`src/rtl/if_fetch_stage_pkg.sv`:
```
// Shared definitions for the instruction-fetch stage: datapath width, reset
// defaults and the fetch FSM encoding.
package if_fetch_stage_pkg;
   localparam int XLEN = 32;
   localparam logic [XLEN-1:0] RESET_PC_DEF  = 32'h0000_0000;
   localparam logic [XLEN-1:0] NOP_INSTR_DEF = 32'h0000_0013; // addi x0,x0,0

   typedef enum logic [1:0] {
      FETCH = 2'd0,
      WAIT  = 2'd1,
      HOLD  = 2'd2
   } fetch_state_t;
endpackage

```
`src/rtl/if_fetch_stage_id_reg.sv`:
```
// IF/ID pipeline register: load a fetched instruction, insert a bubble, or hold.
module if_id_reg
   import if_fetch_stage_pkg::*;
#(
   parameter logic [XLEN-1:0] NOP_INSTR = NOP_INSTR_DEF
)(
   input  logic            clk,
   input  logic            rst,
   input  logic            load,
   input  logic            bubble,
   input  logic [XLEN-1:0] load_pc,
   input  logic [XLEN-1:0] load_instr,
   output logic [XLEN-1:0] pc_id,
   output logic [XLEN-1:0] instr_id,
   output logic            valid_id
);

   // load and bubble are never both high; neither means hold.
   always_ff @(posedge clk or posedge rst) begin
      if (rst) begin
         pc_id    <= '0;
         instr_id <= NOP_INSTR;
         valid_id <= 1'b0;
      end else if (load) begin
         pc_id    <= load_pc;
         instr_id <= load_instr;
         valid_id <= 1'b1;
      end else if (bubble) begin
         pc_id    <= '0;
         instr_id <= NOP_INSTR;
         valid_id <= 1'b0;
      end
   end

endmodule

```
`src/rtl/if_fetch_stage.sv`:
```
// Instruction-fetch stage: owns the PC, runs a single-outstanding imem
// handshake and feeds the IF/ID register with stall/bubble/redirect handling.
module if_fetch_stage
   import if_fetch_stage_pkg::*;
#(
   parameter logic [XLEN-1:0] RESET_PC  = RESET_PC_DEF,
   parameter logic [XLEN-1:0] NOP_INSTR = NOP_INSTR_DEF
)(
   input  logic            clk,
   input  logic            rst,
   input  logic            stall_if,
   input  logic            redirect,
   input  logic [XLEN-1:0] redirect_pc,
   output logic            imem_req,
   output logic [XLEN-1:0] imem_addr,
   input  logic            imem_gnt,
   input  logic            imem_rvalid,
   input  logic [XLEN-1:0] imem_rdata,
   output logic [XLEN-1:0] pc_id,
   output logic [XLEN-1:0] instr_id,
   output logic            valid_id,
   output fetch_state_t    state_dbg
);

   // Handshake: a request is accepted on a cycle with imem_req & imem_gnt; the
   // address is sampled only then. Exactly one imem_rvalid follows, at least one
   // cycle later, and no new request is raised until it has been consumed.

   fetch_state_t    state, state_next;
   logic            kill, kill_next;
   logic [XLEN-1:0] pc, pc_next;
   logic [XLEN-1:0] hold_buf;
   logic            hold_capture;
   logic            deliver_wait, deliver_hold, load, bubble;
   logic [XLEN-1:0] load_instr;

   always_ff @(posedge clk or posedge rst) begin
      if (rst) begin
         state <= FETCH;
         kill  <= 1'b0;
         pc    <= RESET_PC;
      end else begin
         state <= state_next;
         kill  <= kill_next;
         pc    <= pc_next;
      end
   end

   always_ff @(posedge clk or posedge rst) begin
      if (rst)
         hold_buf <= '0;
      else if (hold_capture)
         hold_buf <= imem_rdata;
   end

   always_comb begin
      state_next   = state;
      kill_next    = kill;
      hold_capture = 1'b0;
      case (state)
         FETCH: begin
            // A grant coinciding with a redirect fetched the old PC: mark it stale.
            if (imem_gnt) begin
               state_next = WAIT;
               kill_next  = redirect;
            end
         end
         WAIT: begin
            if (imem_rvalid) begin
               kill_next = 1'b0;
               if (!redirect && !kill && stall_if) begin
                  state_next   = HOLD;
                  hold_capture = 1'b1;
               end else begin
                  state_next = FETCH;
               end
            end else if (redirect) begin
               kill_next = 1'b1;
            end
         end
         HOLD: begin
            if (redirect || !stall_if)
               state_next = FETCH;
         end
         default: begin
            state_next = FETCH;
            kill_next  = 1'b0;
         end
      endcase

      if (redirect)
         pc_next = redirect_pc;
      else if (load)
         pc_next = pc + XLEN'(4);
      else
         pc_next = pc;
   end

   always_comb begin
      imem_req     = (state == FETCH) && !rst;
      deliver_wait = (state == WAIT) && imem_rvalid && !kill && !redirect && !stall_if;
      deliver_hold = (state == HOLD) && !redirect && !stall_if;
      load         = deliver_wait || deliver_hold;
      load_instr   = deliver_hold ? hold_buf : imem_rdata;
      // Without a new instruction, an unstalled ID must not see the old one twice.
      bubble       = redirect || (!load && !stall_if);
   end

   assign imem_addr = pc;
   assign state_dbg = state;

   if_id_reg #(
      .NOP_INSTR (NOP_INSTR)
   ) u_if_id_reg (
      .clk        (clk),
      .rst        (rst),
      .load       (load),
      .bubble     (bubble),
      .load_pc    (pc),
      .load_instr (load_instr),
      .pc_id      (pc_id),
      .instr_id   (instr_id),
      .valid_id   (valid_id)
   );

endmodule

```
`config.mk`:
```
export PLATFORM = sky130hd
export DESIGN_NAME = if_fetch_stage
export DESIGN_NICKNAME = d
export VERILOG_FILES = /design/src/rtl/if_fetch_stage_pkg.sv /design/src/rtl/if_fetch_stage_id_reg.sv /design/src/rtl/if_fetch_stage.sv
export SDC_FILE = /design/constraint.sdc
export NUM_CORES = 1
export LEC_CHECK = 0
export ABC_AREA = 0
export CAP_MARGIN = 20
export CORE_MARGIN = 3
export CORE_UTILIZATION = 47
export DETAILED_ROUTE_END_ITERATION = 7
export HOLD_SLACK_MARGIN = 0.03
export PLACE_DENSITY = 0.87
export SYNTH_ARGS = -nofsm -noshare
export SYNTH_HDL_FRONTEND = slang
export SYNTH_SLANG_ARGS = --single-unit
```
`constraint.sdc`:
```
create_clock -name clk -period 6.5 [get_ports clk]
set_input_delay 1.625 -clock clk [delete_from_list [all_inputs] [get_ports clk]]
set_output_delay 1.625 -clock clk [all_outputs]
set_load 0.02 [all_outputs]
```
; ---- Yosys cells after proc, flatten, opt, wreduce, memory -nomap -nowiden
; Cells that the tools add are included.
[word_totals]
reg_bits = 132
inputBits = 70
word_cells = 59
[classes]
add_sub_neg = 1
eq_ne = 6
mux = 21
n_bitwise = 1
n_reduce_logical = 23
[ops]
columns = operator, count
row1 = $mux 32, 7
row2 = $add 32x3->32 const B, 1
row3 = $logic_and 1x1->1, 10
row4 = $mux 1, 8
row5 = $mux 2, 4
row6 = $ne 2x2->1 const B, 3
row7 = $pmux 2 s3, 1
row8 = $reduce_and 3->1, 2
row9 = $logic_not 1->1, 5
row10 = $reduce_bool 2->1, 2
row11 = $logic_or 1x1->1, 3
row12 = $ne 3x3->1 const B, 1
row13 = $pmux 1 s3, 1
row14 = $eq 2x1->1 const B, 1
row15 = $eq 2x2->1 const B, 1
row16 = $logic_not 2->1, 1
row17 = $not 1->1, 1

; ---- Longest topological paths before layout
; Gate-level depths: netlist of run 1.
[logic_depth]
word_depth = 11
mapped_depth = 7

; ---- By module
; A second synthesis of run 1 with hierarchy kept.
[hier_totals]
hier_cells = 548
hier_area_um2 = 6447.4
[modules_own_cells]
columns = mod, instances, cells_per_inst, area_per_inst_um2
row1 = if_fetch_stage, 1, 326, 3602.2
row2 = if_id_reg, 1, 222, 2845.2

; ---- Least setup slack after synthesis of run 1
; OpenSTA, ideal clock, no wires.
[synth_timing]
path_kind = input to output
start = input rst
end = output imem_req
arrival_time_ns = 2.080
required_ns = 4.875
path_slack_ns = 2.795
cell_stages = 1
path_cell_list = nor3_1
[synth_between]
elab_chain_len = 2
[synth_rtl]
columns = item, line
row1 = start: declaration, if_fetch_stage.sv:10  ; input logic rst,
row2 = $logic_not 1->1 (no line), n/a
row3 = $logic_and 1x1->1, if_fetch_stage.sv:100  ; imem_req = (state == FETCH) && !rst;
row4 = end: declaration, if_fetch_stage.sv:14  ; output logic imem_req,
; No other way between the ends.

; ---- Worst setup path after layout of run 1
; Ends and elaborated chain as after synthesis.

==> impl_metrics.toml, run 1 <==
[cts]
cts.sinks = 132
clkTransAtPathRegs_ns = 0.06
postCtsSetupBuffers = 0
cts_buffers = 17
ctsHoldBuffers = 0
cts_root_buf = "clkbuf_16"
clk_latency_ns = 0.41
cts_resized = 0
cts_tree = "done"
htree_levels = 4
cts_max_path_buffers = 2

[timing]
finalMaxSlewViolations = 0
worst_slack_ns = 1.99
finalSetupTns_ns = 0
finalSetupViolations = 0
final-hold-violation-count = 0
worstMarginPinSlew_ns = 0.990
max-slew-margin-rel_pct = 34.0
clock-skew-final_ns = 0.00497
period_needed_ns = 4.51
fin_crit_sh_pct = 69.4
fmax_ghz = 0.222
rsz0062_at_grt = "no"

[power_and_ir_drop]
power_frac_seq_pct = 43.9
p_switching_mw = 0.576
clock_power_share_pct = 41.5
leakagePower_nw = 3.64
pwr-share-comb_pct = 14.7
cellPowerDensity_nw_per_um2 = 285
swShare_pct = 24.9
intPower_mw = 1.74
ir_worst_vdd_v = 0.000215
power.total_mw = 2.32

[status]
status = "finished clean"

[die]
die_w_um = 116
rows = 39
core_um2 = 11600
die_h_um = 116
die-area_um2 = 13500
pin_count = 170
initial_utilization_pct = 49.1

[setup_path]
required_ns = 4.88
startpoint_type = "primary input"
worstReg2RegEnd = "imem_addr[31]$_DFFE_PP0P_"
crit_start = "rst"
crit_fanout = 2
rrSetupSlack_ns = 4.11
crit_path_end = "imem_req"
worst_ep_arrival_time_ns = 2.89
critPathKind = "primary input to output port"
worst_r2r_startpoint = "imem_addr[9]$_DFFE_PP0P_"
setup.worst_path.end_class = "output port"
r2r_cells = 5

[global_routing]
grt_overflow = 0
grt_max_degree = 82
antenna_found_initial = 0
grt_pass1_wl_um = 25500
grtUsageTotal_pct = 24.1
grt_pass1_vias = 4999

[yosys]
synth_fp_nets = 561
synth_ff_type = "dfrtp_1"
synth_edf_count = 0
syn-cell-area_um2 = 5700
synth_seq_cells = 132
async_flop_share_pct = 100
synth-seq-area-share_pct = 58.0
synthCells = 490
yosys_warnings = 0
synth_cell_types = 59
synth_area_per_cell_um2 = 11.6

[layout]
drive_gt1_share_pct = 13.7
fin_cells = 808
fin_area_um2 = 8130
fin_nets = 723
area_growth_pct = 42.6
antenna_cells = 0

[place]
portBuffers = 169
pre_cts_ws_ns = 1.98
placed_area_um2 = 7520
gp_congestion = 0.852
placedCellCount = 776
place_hpwl_um = 10700

[drt]
first_pass_iters = 8
finalWirelength_um = 15900
initialDrtViolationCount = 492
drc = 0
wire_per_inst_um = 19.7
via_per_inst = 6.02
drtAntennaViolNets = 0
num_vias = 4863

[min_path]
min_path_type = "flip-flop to flip-flop"

[run]
cap_viol_max_count = 0
Yosys cell counts (2+ instances only):
cell type  count  area [um^2]
nor4_1         2         12.5
o311ai_0      11         96.3
mux2_2        35          394
and3_1         3         18.8
nor2_1        11         41.3
xnor2_1        2         17.5
a211o_1        2         17.5
nand2b_1       2         12.5
or3_1          6         37.5
mux2i_1        4         40.0
or4_1          3         22.5
nor3_1         7         35.0
and4_1         4         35.0
nand4b_1       2         17.5
a222oi_1      29          290
a21oi_1        6         30.0
nand2_1       47          176
o211ai_1      15          113
and2_1         2         12.5
buf_1          4         15.0
o21ai_0        9         45.0
nand4_1        6         37.5
inv_1         36          135
dfstp_2        3         78.8
clkbuf_1      27          101
nand3_1       19         95.1
o31ai_1        2         15.0
dfrtp_1      129         3230
nor2b_1        4         25.0
a22o_1        29          254
metrics by stage:
stage | utilization (%) | hold WS [ns]
2_1_floorplan | - | 0.470
3_3_place_gp | 64.8 | 0.472
3_5_place_dp | 64.8 | 0.479
4_1_cts | 70.0 | 0.491
5_1_grt | 70.0 | 0.499
6_report | 70.0 | 0.489
registers in the layout (all words and copies together), names as in the netlist:
name	flops
u_if_id_reg.pc_id	32
u_if_id_reg.instr_id	32
state_dbg	2
imem_addr	32
u_if_id_reg.valid_id	1
kill	1
hold_buf	32
final cells by class:
cell class | count | area [um^2]
Sequential cell | 132 | 3310
Fill cell | 803 | 3480
Tap cell | 143 | 179
Clock inverter | 8 | 96.3
Multi-Input combinational cell | 289 | 2160
Clock buffer | 24 | 512
Inverter | 36 | 138
Timing Repair Buffer | 176 | 1740
critical path, cell delays in order:
cell	delay, ns
clkdlybuf4s50_1	0.47
nor3_1	0.16
clkdlybuf4s50_1	0.63
per-layer routing:
layer	vias to the layer above	track usage (%)	share of wire [%]
li1	2174	-	-
met1	2375	29.1	39
met2	284	40.2	49
met3	30	8.19	9.9
met4	0	8.97	2.0
met5	-	0	0
cell families (layout without fill, tap and decap cells):
kind of cell	after synthesis	after routing	share of synthesized area, %
compound gates	116	116	17.0
xor+xnor	3	3	0.461
fa+ha+maj	1	1	0.219
buf+inv	69	244	4.63
flops	132	132	58.0
mux	39	39	7.62
simple gates	130	130	12.1
how the worst min path moves through the flow:
| stage | to | start | depth (start not counted) |
|---|---|---|---|
| after floorplan | u_if_id_reg.instr_id[10]$_DFFE_PP0P_ | hold_buf[10]$_DFFE_PP0P_ | 2 |
| after global placement | u_if_id_reg.instr_id[29]$_DFFE_PP0P_ | u_if_id_reg.instr_id[29]$_DFFE_PP0P_ | 2 |
| after detailed placement | u_if_id_reg.pc_id[21]$_DFFE_PP0P_ | u_if_id_reg.pc_id[21]$_DFFE_PP0P_ | 2 |
| after CTS | u_if_id_reg.pc_id[21]$_DFFE_PP0P_ | u_if_id_reg.pc_id[21]$_DFFE_PP0P_ | 2 |
| after global routing | u_if_id_reg.valid_id$_DFFE_PP0P_ | u_if_id_reg.valid_id$_DFFE_PP0P_ | 2 |
| final | u_if_id_reg.instr_id[29]$_DFFE_PP0P_ | u_if_id_reg.instr_id[29]$_DFFE_PP0P_ | 2 |
cells in the final DEF, fill, tap and decap left out, types with 2 or more instances in the layout:
master,n
mux2i_1,4
o21ai_0,9
clkbuf_8,6
nand4b_1,2
a22o_1,29
mux2_2,35
nor3_1,5
and2_1,2
and3_1,3
nor4_1,2
bufinv_16,2
nand3_1,19
a222oi_1,29
inv_1,35
buf_4,7
o211ai_1,15
o311ai_0,11
or3_1,6
clkinv_2,4
nand4_1,6
nor3_2,2
nor2_1,11
a21oi_1,6
clkbuf_16,17
a211o_1,2
xnor2_1,2
o31ai_1,2
or4_1,3
dfstp_2,3
nor2b_1,3
and4_1,4
clkdlybuf4s50_1,168
nand2_1,47
dfrtp_1,129
nand2b_1,2
power groups by stage:
stage,combinational (mW),clock (mW),sequential (mW)
detailed placement,0.341,0,1.03
finish,0.340,0.960,1.02
floorplan,0.156,0,1.04
global route,0.369,1.01,1.03
global placement,0.328,0,1.02
CTS,0.343,0.974,1.01
No activity file was read; power rests on OpenSTA's default activity.
==> run 2, diff against run 1 <==
Settings changed: CORE_UTILIZATION 47 to 43, PLACE_DENSITY 0.87 to 0.84.
Clock period 6.5 ns to 4.1 ns, I/O delays scaled along.
==> run 2 against run 1 <==
- clock-buffer cell count rose by 3
- hold slack lost 0.0029 ns
- sequential power up 58%
- non-clock buffer count is 3 higher
- worst setup slack worse by 1.2 ns
- global-route usage decreased by 1.8 points
- final cell count grew 4.0%
- wire length increased by 0.47%
- largest power group unchanged
- clock power grew 49%
- register-to-register slack worse by 2.4 ns
- highest routed layer unchanged
- critical path depth unchanged
- first-iteration DRC count is 8.3% lower
==> impl_metrics.toml, run 2 (synthesis gave the netlist of run 1 again) <==
[setup_path]
crit_cells = 3
startpoint_type = "primary input"
critPathKind = "primary input to output port"
crit_family = "buffers and inverters"
worst_ep_arrival_time_ns = 2.30
path_cells = "clkdlybuf4s50_1 > nor3_1 > clkdlybuf4s50_1"
crit_buf_inv = 2
worstReg2RegEnd = "imem_addr[27]$_DFFE_PP0P_"
cp_slowest_cell = "clkdlybuf4s50_1"
r2r_cells = 5
crit_top_cell = "clkdlybuf4s50_1"
crit_fanout = 2
setup.worst_path.end_class = "output port"
critPathMaxStageDelay_ns = 0.66
worst_r2r_startpoint = "imem_addr[9]$_DFFE_PP0P_"
rrSetupSlack_ns = 1.69
required_ns = 3.07

[drt]
wire_per_inst_um = 19.0
met1_length_um = 6470
finalWirelength_um = 16000
drc = 0
highest_layer = "met4"
drtAntennaViolNets = 0
num_vias = 4928
initialDrtViolationCount = 451
first_pass_iters = 7
wl_met3_um = 1480
met2WireLength_um = 7710
via_per_inst = 5.87

[die]
initial_utilization_pct = 44.6
die_w_um = 121
die_h_um = 121
core_um2 = 12800
rows = 41
pin_count = 170
die-area_um2 = 14700

[place]
place_hpwl_um = 10800
pre_cts_ws_ns = 0.750
gp_congestion = 0.838
portBuffers = 169

[global_routing]
grt_max_degree = 69
grt_pass1_wl_um = 25700
antenna_found_initial = 0
grtUsageTotal_pct = 22.2
grt_pass1_vias = 4891
grt_overflow = 0

[layout]
layout.area.seq_um2 = 3310
n_fill_cell = 982
area_growth_pct = 42.9
drive_gt1_share_pct = 12.9
multi_input_area_um2 = 2160
layout_commonest_cell = "clkdlybuf4s50_1"
fin_nets = 726
antenna_cells = 0
mostFrequentLayoutCells = "168 x clkdlybuf4s50_1, 129 x dfrtp_1, 47 x nand2_1"

[timing]
fin_crit_sh_pct = 81.1
finalSetupViolations = 0
rsz0062_at_grt = "no"
finalSetupTns_ns = 0
max-slew-margin-rel_pct = 49.8
final-hold-violation-count = 0
worstMarginPinSlew_ns = 0.753
worst_slack_ns = 0.774
clock-skew-final_ns = 0.0104
fmax_ghz = 0.301
finalMaxSlewViolations = 0
period_needed_ns = 3.33

[cts]
clkTransAtPathRegs_ns = 0.05
cts_resized = 0
postCtsSetupBuffers = 0
cts.sinks = 132
cts_root_buf = "clkbuf_16"
cts_buffers = 17
ctsHoldBuffers = 0
cts_tree = "done"
cts_max_path_buffers = 2
clk_latency_ns = 0.42
htree_levels = 4

[status]
status = "finished clean"

[power_and_ir_drop]
cellPowerDensity_nw_per_um2 = 440
leakagePower_nw = 3.62
pwr-share-comb_pct = 15.2
p_switching_mw = 0.905
swShare_pct = 25.2
clock_power_share_pct = 39.9
power_frac_seq_pct = 44.9
ir_worst_vdd_v = 0.000322
intPower_mw = 2.68
power.total_mw = 3.59

[run]
cap_viol_max_count = 0

[min_path]
holdCritStartpoint = "u_if_id_reg.pc_id[19]$_DFFE_PP0P_"
min_path_type = "flip-flop to flip-flop"
holdPathEnd = "u_if_id_reg.pc_id[19]$_DFFE_PP0P_"
worstHoldPathCells = 2
run 2: cell count changes in the layout (fill, tap and decap cells not counted), sizes merged:
cell / before / now
buf: 8 / 11
inv: 36 / 35
clkinv: 5 / 2
clkbuf: 24 / 27
clkinvlp: 1 / 2
run 2: worst min-delay path: cells and delay by family, from the launching register on:
kind | cells | cell delay (ns)
compound gates | 1 | 0.06
simple gates | 1 | 0.05
flops | 1 | 0.34
run 2: metrics by stage:
step                      cell area [um^2]  hold slack (ns)  std cells  util, %
after floorplan                       5700            0.470        490        -
after global placement                7590            0.466        808     59.4
after detailed placement              7590            0.468        808     59.4
after CTS                             8140            0.488        840     63.8
after global routing                  8140            0.505        840     63.8
final                                 8140            0.486        840     63.8
run 2: power groups by stage:
stage          combinational, mW  clock (mW)  sequential, mW
2_1_floorplan              0.247           0            1.65
6_report                   0.544        1.43            1.61
4_1_cts                    0.550        1.47            1.61
3_5_place_dp               0.546           0            1.63
3_3_place_gp               0.525           0            1.61
5_1_grt                    0.588        1.52            1.63
run 2: worst max path at each step:
stage / from / to / slack [ns]
finish: rst / imem_req / 0.77
global route: rst / imem_req / 0.71
CTS: rst / imem_req / 0.75
detailed placement: rst / imem_req / 0.75
global placement: rst / imem_req / 0.74
floorplan: rst / hold_buf[0]$_DFFE_PP0P_ / 1.44
run 2: per-layer routing:
metal  track usage, %  vias up
li1                 -     2181
met1             28.2     2484
met2             35.3      238
met3             8.44       25
met4             7.14        0
met5                0        -
run 2: area by class of cell:
class                   count  share of cell area, %
flip-flops and latches    132                   40.6
multi-input cells         289                   26.5
repair buffers            179                   21.8
clock buffers              27                   5.81
well taps                 172                   2.64
inverters                  36                   1.71
clock inverters             5                  0.953
==> RTL edit 1: new RTL, config.mk and constraints of run 1 <==
`XLEN`: 32 -> 48.
--- a/src/rtl/if_fetch_stage_pkg.sv
+++ b/src/rtl/if_fetch_stage_pkg.sv
@@ -1,7 +1,7 @@
 // Shared definitions for the instruction-fetch stage: datapath width, reset
 // defaults and the fetch FSM encoding.
 package if_fetch_stage_pkg;
-   localparam int XLEN = 32;
+   localparam int XLEN = 48;
    localparam logic [XLEN-1:0] RESET_PC_DEF  = 32'h0000_0000;
    localparam logic [XLEN-1:0] NOP_INSTR_DEF = 32'h0000_0013; // addi x0,x0,0
 
Interface: changed (5 resized); port bits go from 170 to 250. No check against the original RTL was run, so the function may have changed too.
==> RTL edit 1 against run 1 <==
  * Wire length up 56%
  * Design area rose by 48%
  * Final cell count up 54%
  * Largest power group unchanged
  * Critical path depth unchanged
  * Sequential cell count rose by 64
  * Fmax down 0.17%
  * Die area is 50% higher
  * Area after synthesis increased by 53%
  * Power is 35% higher
  * First-iteration DRC count increased by 15%
  * Critical endpoint unchanged
  * Worst setup slack worse by 7.8 ps
  * Non-clock buffer count is 81 higher
==> RTL edit 1: results (changes against run 1) <==
status: "completed"
r2r_slack_ps: 3530  # -580 ps
first_global_vias: 7236  # +45%
fillers: 1367  # +70%
fin_util_pct: 66.5  # -3.5 points
place.gp.congestion: 0.873  # +2.5%
grt_max_degree: 197  # +140%
synthMuxAreaShare_pct: 13.0  # +5.3 points
drtPass1Iterations: 5  # -3
syn_nets: 882  # +57%
post-place-cells: 1214  # +56%
yosysUniqueCellTypes: 51  # -14%
synth_commonest_cells: "dfrtp_1, nand2_1, o21ai_0, mux2i_1, mux2_2"
p_leak_nw: 4.88  # +34%
yosys.area_share.adder_pct: 0.143  # -0.076 points
placed_area_sq_mm: 0.0114  # +52%
synth_xor_area_share_pct: 2.51  # +2.0 points
synth.top_cells.by_area: "dfrtp_1, mux2_2, mux2i_1"
period_share_pct: 69.6  # +0.12 points
finalWirelength_um: 24700  # +56%
grt_usage_pct: 24.7  # +0.57 points
grt_first_pass_wirelength_um: 39400  # +55%
hpwlAfterDp_um: 17000  # +59%
peakVddDrop_uv: 175  # -18%
antenna_found_initial: 1  # +1
slew_headroom_pct: 27.8  # -6.2 points
fin_worst_skew_ps: 14.2  # +9.27 ps
nNetsFinal: 1107  # +53%
drt-initial-drc-count: 564  # +15%
place_ws_ps: 1970  # -1.29 ps
drive_gt1_share_pct: 10.3  # -3.4 points
hp-start: "u_if_id_reg.pc_id[31]"
-- RTL edit 1: changes by cell type in the layout (fill, tap and decap cells not counted), sizes merged, moves of 19 or more --
cell,change
mux2i,+47
a222oi,-29
mux2,+20
dfrtp,+64
nand2,+62
nand4,+19
o21ai,+70
clkdlybuf4s50,+80
-- RTL edit 1: kinds of logic (layout without fill, tap and decap cells) --
logic type / after synthesis / count (layout)
AND/OR/NAND/NOR: 229 / 229
flip-flops: 196 / 196
AO/OA/AOI/OAI: 159 / 159
multiplexers: 106 / 106
buffers and inverters: 63 / 301
XOR/XNOR: 25 / 25
adder cells (fa/ha/maj): 1 / 1
-- RTL edit 1: routing by layer --
layer,GRT usage [%],part of all wire (%)
met5,0,0.081
met4,10.6,3.5
met3,5.41,6.6
met2,38.5,49
met1,33.5,41
-- RTL edit 1: worst min path at each step --
stage                                     to  slack (ps)  cells past startpoint
finish                 u_if_id_reg.pc_id[31]         480                      2
CTS                 u_if_id_reg.instr_id[33]         490                      2
global route        u_if_id_reg.instr_id[27]         510                      2
floorplan                       hold_buf[44]         460                      1
detailed placement  u_if_id_reg.instr_id[33]         470                      2
global placement    u_if_id_reg.instr_id[27]         460                      2
-- RTL edit 1: worst max-delay path, cell delays in order --
cell	delay [ps]
clkdlybuf4s50_1	460
nor3_1	170
clkdlybuf4s50_1	630
-- RTL edit 1: where the power goes --
| group | switching, mW | internal (mW) |
|---|---|---|
| combinational | 0.231 | 0.274 |
| clock | 0.508 | 0.600 |
| sequential | 0.128 | 1.39 |
-- RTL edit 1: cell type report --
| class | count | area share [%] |
|---|---|---|
| sequential | 196 | 40.8 |
| multi-input combinational | 520 | 29.9 |
| timing repair buffer | 257 | 21.3 |
| clock buffer | 18 | 3.65 |
| tap | 229 | 2.38 |
| clock inverter | 14 | 1.56 |
| inverter | 12 | 0.406 |
==> RTL edit 2: new RTL, settings of run 1 <==
Without the edit above. Reset style: synchronous (`rst`), changed in 3 clocked blocks.
--- a/src/rtl/if_fetch_stage_id_reg.sv
+++ b/src/rtl/if_fetch_stage_id_reg.sv
@@ -16,7 +16,7 @@
 );
 
    // load and bubble are never both high; neither means hold.
-   always_ff @(posedge clk or posedge rst) begin
+   always_ff @(posedge clk) begin
       if (rst) begin
          pc_id    <= '0;
          instr_id <= NOP_INSTR;
--- a/src/rtl/if_fetch_stage.sv
+++ b/src/rtl/if_fetch_stage.sv
@@ -34,7 +34,7 @@
    logic            deliver_wait, deliver_hold, load, bubble;
    logic [XLEN-1:0] load_instr;
 
-   always_ff @(posedge clk or posedge rst) begin
+   always_ff @(posedge clk) begin
       if (rst) begin
          state <= FETCH;
          kill  <= 1'b0;
@@ -46,7 +46,7 @@
       end
    end
 
-   always_ff @(posedge clk or posedge rst) begin
+   always_ff @(posedge clk) begin
       if (rst)
          hold_buf <= '0;
       else if (hold_capture)
Formal check against the unedited RTL: differs if rst is asserted again (counterexample within 4 cycles, from zero or initial values and one cycle with rst high); with rst held inactive, the same outputs for 4 cycles.
==> RTL edit 2 against run 1 <==
  * Area after synthesis shrank 2.8%
  * Sequential cell count did not move
  * Design area shrank 2.4%
  * Wire length increased by 3.6%
  * Sequential share of layout area decreased by 7.4 points
  * Highest routed layer unchanged
  * Power decreased by 13%
  * Die area shrank 2.6%
  * Worst setup slack better by 150 ps
  * Combinational power down 45%
==> RTL edit 2: results (changes against run 1) <==
worst_slew_pin_slew_ps: 1010  # +15.3 ps
crit-reg2reg-launch: "state_dbg[1]"
holdWs_ps: 453  # -36.3 ps
synthArstFlopShare_pct: 0  # -100 points
r2r_slack_ps: 3860  # -250 ps
ys_seq_area_share_pct: 47.7  # -10 points
synth_commonest_cells: "dfxtp_1, nor2_1, nand2_1, a22oi_1, a21oi_1"
p_leak_nw: 2.72  # -25%
cp_max_fo: 39  # +37
hp-start: "hold_buf[0]"
synth.top_cells.by_area: "dfxtp_1, a22oi_1, nor2_1"
fillers: 813  # +1.2%
status: "completed"
peakVddDrop_uv: 180  # -16%
place.gp.congestion: 0.845  # -0.89%
fin_worst_skew_ps: 7.87  # +2.90 ps
synth_xor_area_share_pct: 3.48  # +3.0 points
hpwlAfterDp_um: 11100  # +4.2%
drive_gt1_share_pct: 10.1  # -3.6 points
synth-compound-area-share_pct: 17.9  # +0.89 points
place_ws_ps: 1910  # -66.8 ps
critical_path_arrival_ps: 2740  # -150 ps
grt_usage_pct: 24.8  # +0.68 points
routed_via_density: 5.75  # -4.5%
drt-initial-drc-count: 490  # -0.41%
yosys.area_share.adder_pct: 0.226  # +0.0062 points
wl_per_cell_um: 17.6  # -10%
RTL edit 2: cell types whose count changed in the layout (fill, tap and decap cells not counted), sizes merged, moves of 27 or more:
cell and delta:
dfxtp +132, nor2 +82, a22oi +60, dfrtp -129
a22o -29, a222oi -29, nand2 +32, inv -27
a21oi +36
RTL edit 2: worst paths after layout:
check	end	cells past startpoint
worst max register to register	u_if_id_reg.instr_id[0]	5
worst min-delay path	hold_buf[0]	2
worst min register to register	hold_buf[0]	2
worst max-delay path	imem_req	3
RTL edit 2: layout make-up:
| class | count | area [sq um] | share of cell area [%] |
|---|---|---|---|
| clock buffers | 17 | 425 | 5.36 |
| clock inverters | 15 | 181 | 2.29 |
| inverters | 7 | 26.3 | 0.331 |
| multi-input cells | 445 | 2720 | 34.3 |
| flip-flops and latches | 132 | 2640 | 33.3 |
| well taps | 143 | 179 | 2.26 |
| repair buffers | 175 | 1760 | 22.2 |
RTL edit 2: logic make-up (layout without fill, tap and decap cells):
kind of cell             count (synthesis)  in the layout
XOR/XNOR                                22             22
AO/OA/AOI/OAI                          145            145
adder cells (fa/ha/maj)                  1              1
buffers and inverters                   55            214
AND/OR/NAND/NOR                        239            239
multiplexers                            38             38
flip-flops                             132            132
RTL edit 2: routing by layer:
layer	global-route usage [%]	vias up	wire length, um
met5	0	-	0
li1	-	2538	-
met2	41.1	233	8010
met4	9.11	0	341
met3	7.19	30	1330
met1	30.5	2570	6790
RTL edit 2: worst max-delay path: stages:
cell	delay, ps
buf_4	240
nor3_1	180
clkdlybuf4s50_1	680
RTL edit 2: power by group:
group | total [mW] | switching (mW) | leakage, nW | internal, mW
sequential | 0.859 | 0.0306 | 1.07 | 0.829
combinational | 0.187 | 0.0924 | 1.36 | 0.0949
clock | 0.971 | 0.365 | 0.294 | 0.606
RTL edit 2: metrics by stage:
step | instances | utilization [%] | total power, mW
6_report | 934 | 69.2 | 2.02
3_5_place_dp | 901 | 63.8 | 1.06
5_1_grt | 934 | 69.2 | 2.08
3_3_place_gp | 900 | 63.5 | 1.05
4_1_cts | 933 | 69.1 | 2.02
2_1_floorplan | 632 | - | 0.956
